`src/rtl/program_counter.sv`:
```
// 16-bit 6502 program counter.
// Loads address bytes from the general register, increments after fetches,
// and applies signed relative branches with the extra page-cross fixup cycle.
module program_counter #(
    parameter logic [15:0] RESET_VALUE = 16'h0000
) (
    input  logic        clk,
    input  logic        reset,
    input  logic [7:0]  data_in,
    input  logic        load_lo,
    input  logic        load_hi,
    input  logic        inc,
    input  logic        branch,
    output logic [15:0] pc_out,
    output logic        busy,
    output logic        page_cross
);

    localparam logic STATE_IDLE  = 1'b0;
    localparam logic STATE_FIXUP = 1'b1;

    // dir_q: 0 = high byte +1, 1 = high byte -1
    logic        state_q, state_d;
    logic        dir_q, dir_d;
    logic [7:0]  pc_lo_q, pc_lo_d;
    logic [7:0]  pc_hi_q, pc_hi_d;
    logic [8:0]  lo_sum;
    logic [15:0] pc_plus_one;

    assign lo_sum      = {1'b0, pc_lo_q} + {1'b0, data_in};
    assign pc_plus_one = {pc_hi_q, pc_lo_q} + 16'd1;

    // Next-state: command decode in IDLE, high-byte adjust in FIXUP
    always_comb begin
        state_d = STATE_IDLE;
        dir_d   = dir_q;
        pc_lo_d = pc_lo_q;
        pc_hi_d = pc_hi_q;
        case (state_q)
            STATE_IDLE: begin
                if (load_lo || load_hi) begin
                    if (load_lo) pc_lo_d = data_in;
                    if (load_hi) pc_hi_d = data_in;
                end else if (branch) begin
                    pc_lo_d = lo_sum[7:0];
                    // Carry out on a forward offset, or no carry on a backward one,
                    // means the target lies in the neighbouring page.
                    if (!data_in[7] && lo_sum[8]) begin
                        state_d = STATE_FIXUP;
                        dir_d   = 1'b0;
                    end else if (data_in[7] && !lo_sum[8]) begin
                        state_d = STATE_FIXUP;
                        dir_d   = 1'b1;
                    end
                end else if (inc) begin
                    {pc_hi_d, pc_lo_d} = pc_plus_one;
                end
            end
            STATE_FIXUP: begin
                // Commands are ignored here; the sequencer holds them.
                pc_hi_d = dir_q ? (pc_hi_q - 8'd1) : (pc_hi_q + 8'd1);
                state_d = STATE_IDLE;
            end
            default: state_d = STATE_IDLE;
        endcase
    end

    // State registers with synchronous reset
    always_ff @(posedge clk) begin
        if (reset) begin
            state_q <= STATE_IDLE;
            dir_q   <= 1'b0;
            pc_lo_q <= RESET_VALUE[7:0];
            pc_hi_q <= RESET_VALUE[15:8];
        end else begin
            state_q <= state_d;
            dir_q   <= dir_d;
            pc_lo_q <= pc_lo_d;
            pc_hi_q <= pc_hi_d;
        end
    end

    assign pc_out     = {pc_hi_q, pc_lo_q};
    assign busy       = (state_q == STATE_FIXUP);
    assign page_cross = (state_q == STATE_FIXUP);

endmodule

```
`config.mk`:
```
export PLATFORM = sky130hd
export DESIGN_NAME = program_counter
export DESIGN_NICKNAME = d
export VERILOG_FILES = /design/src/rtl/program_counter.sv
export SDC_FILE = /design/constraint.sdc
export NUM_CORES = 1
export LEC_CHECK = 0
export CORE_MARGIN = 1
export CORE_UTILIZATION = 30
export CTS_CLUSTER_DIAMETER = 40
export DETAILED_ROUTE_END_ITERATION = 16
export DONT_BUFFER_PORTS = 1
export PLACE_DENSITY_LB_ADDON = 0.08
export SLEW_MARGIN = 20
export SYNTH_ARGS = -nofsm -noshare
export SYNTH_HDL_FRONTEND = slang
export SYNTH_SLANG_ARGS = --single-unit
```
`constraint.sdc`:
```
create_clock -name clk -period 5.09 [get_ports clk]
set_input_delay 0.509 -clock clk [delete_from_list [all_inputs] [get_ports clk]]
set_output_delay 0.509 -clock clk [all_outputs]
set_load 0.02 [all_outputs]
```
==> impl_metrics.tcl, run 1 <==
set metrics [dict create \
    diodes 0 \
    io_pins 32 \
    p_int_w 0.000279 \
    drc 0 \
    slowest_stage "dfxtp_1" \
    r2r-start "pc_lo_q[2]" \
    combPwrFrac 0.287 \
    switching_power_w 0.000183 \
    avgViaCountPerCell 5.96 \
    max_stage_delay_ns 0.63 \
    gp_congestion 0.784 \
    ys.flop_type "dfxtp_1" \
    synth_nets 293 \
    pwr-share-seq 0.424 \
    synth_cell_type_count 53 \
    area_growth_pct 5.29 \
    path_max_fanout 8 \
    rows 29 \
    synth-seq-cells 18 \
    hpwl_mm 4.84 \
    grt_max_degree 21 \
    max-slew-margin-rel 0.435 \
    whs_path_depth 1 \
    cts_buffer_depth 2 \
    power_leakage_nw 0.757 \
    muxShareOfSynthArea 0.0102 \
    outcome "completed" \
    crit_type "register to register" \
    cts_tree "done" \
    syn_inst 261 \
    start_util 0.311 \
    hold_ws_ns 0.280 \
    cts_root_buffer "clkbuf_8" \
    drive_gt1_frac 0.0591 \
    grt_overflow 0 \
    yosys.area.top_type "dfxtp_1" \
    synth.area.top_cells "dfxtp_1 (18%), ha_1 (10%), a21oi_1 (5.6%), o21ai_0 (4.3%), nand2_1 (4.0%)" \
    clk_latency_ns 0.28 \
    fin_nets 287 \
    fin_ws_ns 2.16 \
    fin_crit_ns 2.93 \
    ys_seq_area_frac 0.184 \
    grt_pass1_vias 1840 \
    synth_compound_area_frac 0.337 \
    vias 1974 \
    fin_tns_setup_ns 0 \
    hp-class "primary input to register" \
    r2r-end "dir_q" \
    setup_viol 0 \
    vdd_drop_max_v 0.0000847 \
    fin_skew_ns 0.0171 \
    max-cap-violations 0 \
    clockPowerShare 0.289 \
    yosysTopAreaCellShare 0.184 \
    syn_avg_cell_area_um2 7.52 \
    synthXorXnorAreaFrac 0.0580 \
    h-tree-depth 1 \
    antenna_found_initial 0 \
    postCtsSetupBuffers 0 \
    max_slew.worst_pin.slew_ns 0.841 \
    ant_nets 0 \
    drv_slew 0 \
    r2r_cells 10 \
    register_area_um2 360 \
    swShare 0.396 \
    multi_input_area_um2 1490 \
    yosys_warnings 0 \
    cts-hold-fix-buffers 0 \
    min_to "pc_hi_q[7]" \
    post-route-util 0.327 \
    powerDensity_nw_per_um2 224 \
    clk_pin_slew_worst_paths_ns 0.10 \
    die_width_um 82.9 \
    nFillCells 697 \
    ctsResizeCount 0 \
    finalHoldViolCount 0 \
    synth_top_family_by_area "compound AO/OA/AOI/OAI gates" \
    regToRegSetupSlack_ns 2.16 \
    synth-simple-area-share 0.232 \
    core_um2 6310 \
    critPathLaunchType "register" \
    grt_use_total 0.184 \
    grt_pass1_wl_mm 10.1 \
    synthAdderAreaFrac 0.122 \
    clock_sinks 18 \
    min-delay-start "reset" \
    cpMostUsedCell "ha_1" \
    drt_iter0_drc 110 \
    synthesis.area_um2 1960 \
    ys_async_sr_fraction 0 \
    routedWlPerCell_um 19.4 \
    rsz0062_at_grt "false" \
    crit_arrival_ns 3.14 \
    pre_cts_slack_ns 2.16 \
    drt-pass1-iter-count 4 \
    crit_path_end_kind "register" \
    path_cells "ha_1 -> nor2b_1 -> o31a_1 -> o21ai_0 -> a21oi_1 -> a211o_1 -> ha_1 -> nor3_1 -> nor2_1 -> a211oi_1" \
    synth_edf_count 0 \
    numPortBuffers 0 \
    fmax_mhz 341 \
    numCtsBuffers 3 \
    die_y_um 82.9 \
    routed_wl_mm 6.41 \
    crit_required_ns 5.29 \
    die_area_um2 6870 \
    fin_crit_sh 0.576 \
]
[cell type report]
class	instances	area share
Multi-Input combinational cell	217	0.721
Sequential cell	18	0.174
Timing Repair Buffer	2	0.00727
Tap cell	77	0.0466
Inverter	13	0.0236
Clock buffer	4	0.0267
[sequential cells by signal (all words and copies together), names as in the netlist]
register  cells
pc_lo_q       8
busy          1
dir_q         1
pc_hi_q       8
[logic make-up after synthesis]
family,count (synthesis)
compound gates,99
simple gates,85
buf+inv,26
fa+ha+maj,18
flops,18
xor+xnor,13
mux,2
[Yosys cell counts, types with 5 or more instances]
cell type,n
nor4_1,5
inv_1,13
ha_1,16
o21ai_0,17
nor2_1,15
dfxtp_1,18
o211ai_1,8
a21oi_1,22
a211oi_1,9
xnor2_1,5
buf_2,5
nor2b_1,6
nor3_1,10
xor2_1,8
nand3_1,9
a31oi_1,11
clkbuf_1,6
nand2_1,21
[power groups by stage]
stage	Clock, W	Combinational [W]	Sequential (W)
2_1_floorplan	0	0.000113	0.000188
3_3_place_gp	0	0.000133	0.000201
3_5_place_dp	0	0.000133	0.000200
4_1_cts	0.000134	0.000133	0.000197
5_1_grt	0.000141	0.000150	0.000199
6_report	0.000134	0.000133	0.000196
[worst max-delay path, delay by kind of cell, from the launching register on]
kind / cells / cell delay (ns)
and+or+nand+nor: 3 / 0.45
adders and majority gates: 2 / 0.64
AOI/OAI and AO/OA: 5 / 1.14
DFF: 1 / 0.63
[worst max path at each step]
stage,startpoint,endpoint,slack [ns],cells after the start
global route,pc_lo_q[0],dir_q,1.98,12
CTS,pc_lo_q[2],dir_q,2.13,10
finish,pc_lo_q[2],dir_q,2.16,10
floorplan,pc_lo_q[2],dir_q,2.47,10
detailed placement,pc_lo_q[2],dir_q,2.16,10
global placement,pc_lo_q[2],dir_q,2.13,10
[metrics by stage]
stage	cell area (um^2)	power (W)	cells
3_3_place_gp	2010	0.000334	327
4_1_cts	2070	0.000464	331
6_report	2070	0.000462	331
2_1_floorplan	1960	0.000301	261
5_1_grt	2070	0.000491	331
3_5_place_dp	2010	0.000333	327
[cells in the final DEF, fill, tap and decap left out, types with 2 or more instances in the layout]
master,n
a22oi_1,2
o21a_1,2
nand3_1,9
a211o_1,2
nor3b_1,3
nand2_1,21
or2_2,2
o21ai_0,17
a21oi_1,22
o211ai_1,8
mux2i_1,2
a21boi_0,2
clkbuf_8,4
nor2_1,15
fa_1,2
nand2b_1,3
o22ai_1,2
buf_4,2
nor3_1,10
xor2_1,8
a2111oi_0,3
a21o_1,2
a211oi_1,9
nor4_1,5
inv_1,13
dfxtp_1,18
a41oi_1,2
o31ai_1,2
nor4_2,2
ha_1,16
xnor2_1,5
a31oi_1,11
o21bai_1,2
nor2b_1,6
nand4_1,3
[routing by layer]
layer,track usage,routed length [um],vias to the layer above
met4,0.0439,62,0
met5,0,0,-
met3,0.0358,244,6
met2,0.297,3000,42
met1,0.253,3100,946
li1,-,-,980
Note: power is estimated with default switching activity, not from simulation.
==> inputs of run 2 (changes only) <==
Clock period 5.09 ns to 2.59 ns, I/O delays scaled along.
==> run 2 against run 1 <==
  * Combinational power rose to 2.8 times the previous value
  * Global-route usage up 0.67 points
  * Via count up 2.6%
  * Final cell count up 6.3%
  * Maximum frequency up 19%
  * Total power up 110%
  * Critical path depth up 2
  * Setup slack worse by 2.0 ns
  * Flip-flop and latch count unchanged
  * First-iteration DRC count down 11%
  * Critical endpoint unchanged
  * Largest power group is now combinational logic
  * Highest routed layer unchanged
==> impl_metrics.tcl, run 2 (synthesis gave the netlist of run 1 again) <==
set metrics [dict create \
    drt_iter0_drc 98 \
    max_slew.worst_pin.slew_ns 0.792 \
    layout_common_cells "buf_4 (23), nand2_1 (21), a21oi_1 (21)" \
    vdd_drop_max_v 0.000243 \
    diodes 0 \
    h-tree-depth 1 \
    fin_nets 308 \
    grt_overflow 0 \
    drt-pass1-iter-count 4 \
    crit_type "register to register" \
    max_stage_delay_ns 0.32 \
    setup_viol 0 \
    place_inst 347 \
    fmax_mhz 407 \
    largest_registers "pc_hi_q (8), pc_lo_q (8)" \
    max-cap-violations 0 \
    crit_arrival_ns 2.64 \
    hp-class "primary input to register" \
    fin_crit_sh 0.950 \
    hold_ws_ns 0.0477 \
    start_util 0.311 \
    vias 2026 \
    avgViaCountPerCell 5.76 \
    rows 29 \
    grt_max_degree 20 \
    crit_required_ns 2.77 \
    path_cells "ha_1 -> inv_1 -> fa_2 -> nor2b_2 -> o31a_1 -> o21ai_2 -> a21oi_2 -> a211o_1 -> ha_1 -> nor3_2 -> nor2_1 -> a211oi_1" \
    grt_pass1_vias 1942 \
    drv_slew 0 \
    routed_wl_mm 6.48 \
    clk_pin_slew_worst_paths_ns 0.08 \
    drc 0 \
    post-route-util 0.355 \
    path_max_fanout 3 \
    cts_tree "done" \
    max-slew-margin-rel 0.472 \
    grt_use_total 0.191 \
    fin_skew_ns 0.00456 \
    cts_root_buffer "clkbuf_8" \
    drive_gt1_frac 0.153 \
    fin_cells 352 \
    finalHoldViolCount 0 \
    fin_crit_ns 2.46 \
    cts-hold-fix-buffers 0 \
    cpMostUsedCell "ha_1" \
    core_um2 6310 \
    gp_congestion 0.821 \
    power_leakage_nw 0.867 \
    mostFrequentLayoutCell "buf_4" \
    routedWlPerCell_um 18.4 \
    ant_nets 0 \
    die_width_um 82.9 \
    antenna_found_initial 0 \
    powerDensity_nw_per_um2 425 \
    outcome "completed" \
    clk_latency_ns 0.27 \
    grt_pass1_wl_mm 10.4 \
    io_pins 32 \
    numPortBuffers 0 \
    numCtsBuffers 3 \
    hpwl_mm 5.02 \
    slowest_stage "dfxtp_1" \
    critPathLaunchType "register" \
    die_y_um 82.9 \
    area_growth_pct 14.3 \
    crit_path_end_kind "register" \
    die_area_um2 6870 \
    clock_sinks 18 \
    cts_buffer_depth 2 \
]
==> run 2: cell count changes in the layout (fill, tap and decap cells not counted), sizes merged <==
cell / delta
buf: +21
==> run 2: path summary, 6_finish.rpt <==
check,slack [ns],end,cells past startpoint,startpoint
setup / recovery,0.13,dir_q,12,pc_lo_q[0]
hold / removal,0.05,pc_hi_q[7],1,reset
setup reg to reg,0.13,dir_q,12,pc_lo_q[0]
hold reg to reg,0.50,pc_hi_q[1],2,pc_hi_q[1]
==> run 2: stage by stage <==
stage / TNS, ns / setup WS, ns / total power (W) / area, um^2
floorplan: 0 / 0.0244 / 0.000592 / 1960
global placement: -0.0287 / -0.0287 / 0.000701 / 2160
detailed placement: -0.0716 / -0.0716 / 0.000697 / 2160
CTS: 0 / 0.0576 / 0.000958 / 2220
global route: -0.0407 / -0.0407 / 0.00102 / 2240
finish: 0 / 0.130 / 0.000952 / 2240
==> run 2: cell type report <==
| class | count | area [um^2] |
|---|---|---|
| inverters | 13 | 48.8 |
| fillers | 695 | 4070 |
| well taps | 77 | 96.3 |
| clock buffers | 4 | 55.1 |
| repair buffers | 23 | 173 |
| flip-flops and latches | 18 | 362 |
| multi-input cells | 217 | 1510 |
==> run 2: what timing repair did <==
item | CTS | global route
setup endpoints to repair | 1 | 1
pin swaps | 0 | 3
buffers inserted | 0 | 1
gates resized for setup | 2 | 4
==> run 2: per-layer routing <==
layer | track usage | vias up | part of all wire
met5 | 0 | - | 0
met4 | 0.0329 | 0 | 0.0060
met3 | 0.0477 | 4 | 0.041
met2 | 0.318 | 31 | 0.47
met1 | 0.252 | 968 | 0.48
li1 | - | 1023 | -
==> run 2: critical path, delay by kind of cell (launching register included) <==
family	cells	cell delay (ns)
adder cells (fa/ha/maj)	3	0.70
AO/OA/AOI/OAI	5	1.02
AND/OR/NAND/NOR	3	0.25
buffers and inverters	1	0.08
flip-flops	1	0.32
==> run 2: power breakdown <==
part	total [W]	internal (W)	switching [W]
Sequential	0.000327	0.000300	0.0000262
Combinational	0.000371	0.000150	0.000220
Clock	0.000255	0.000136	0.000120
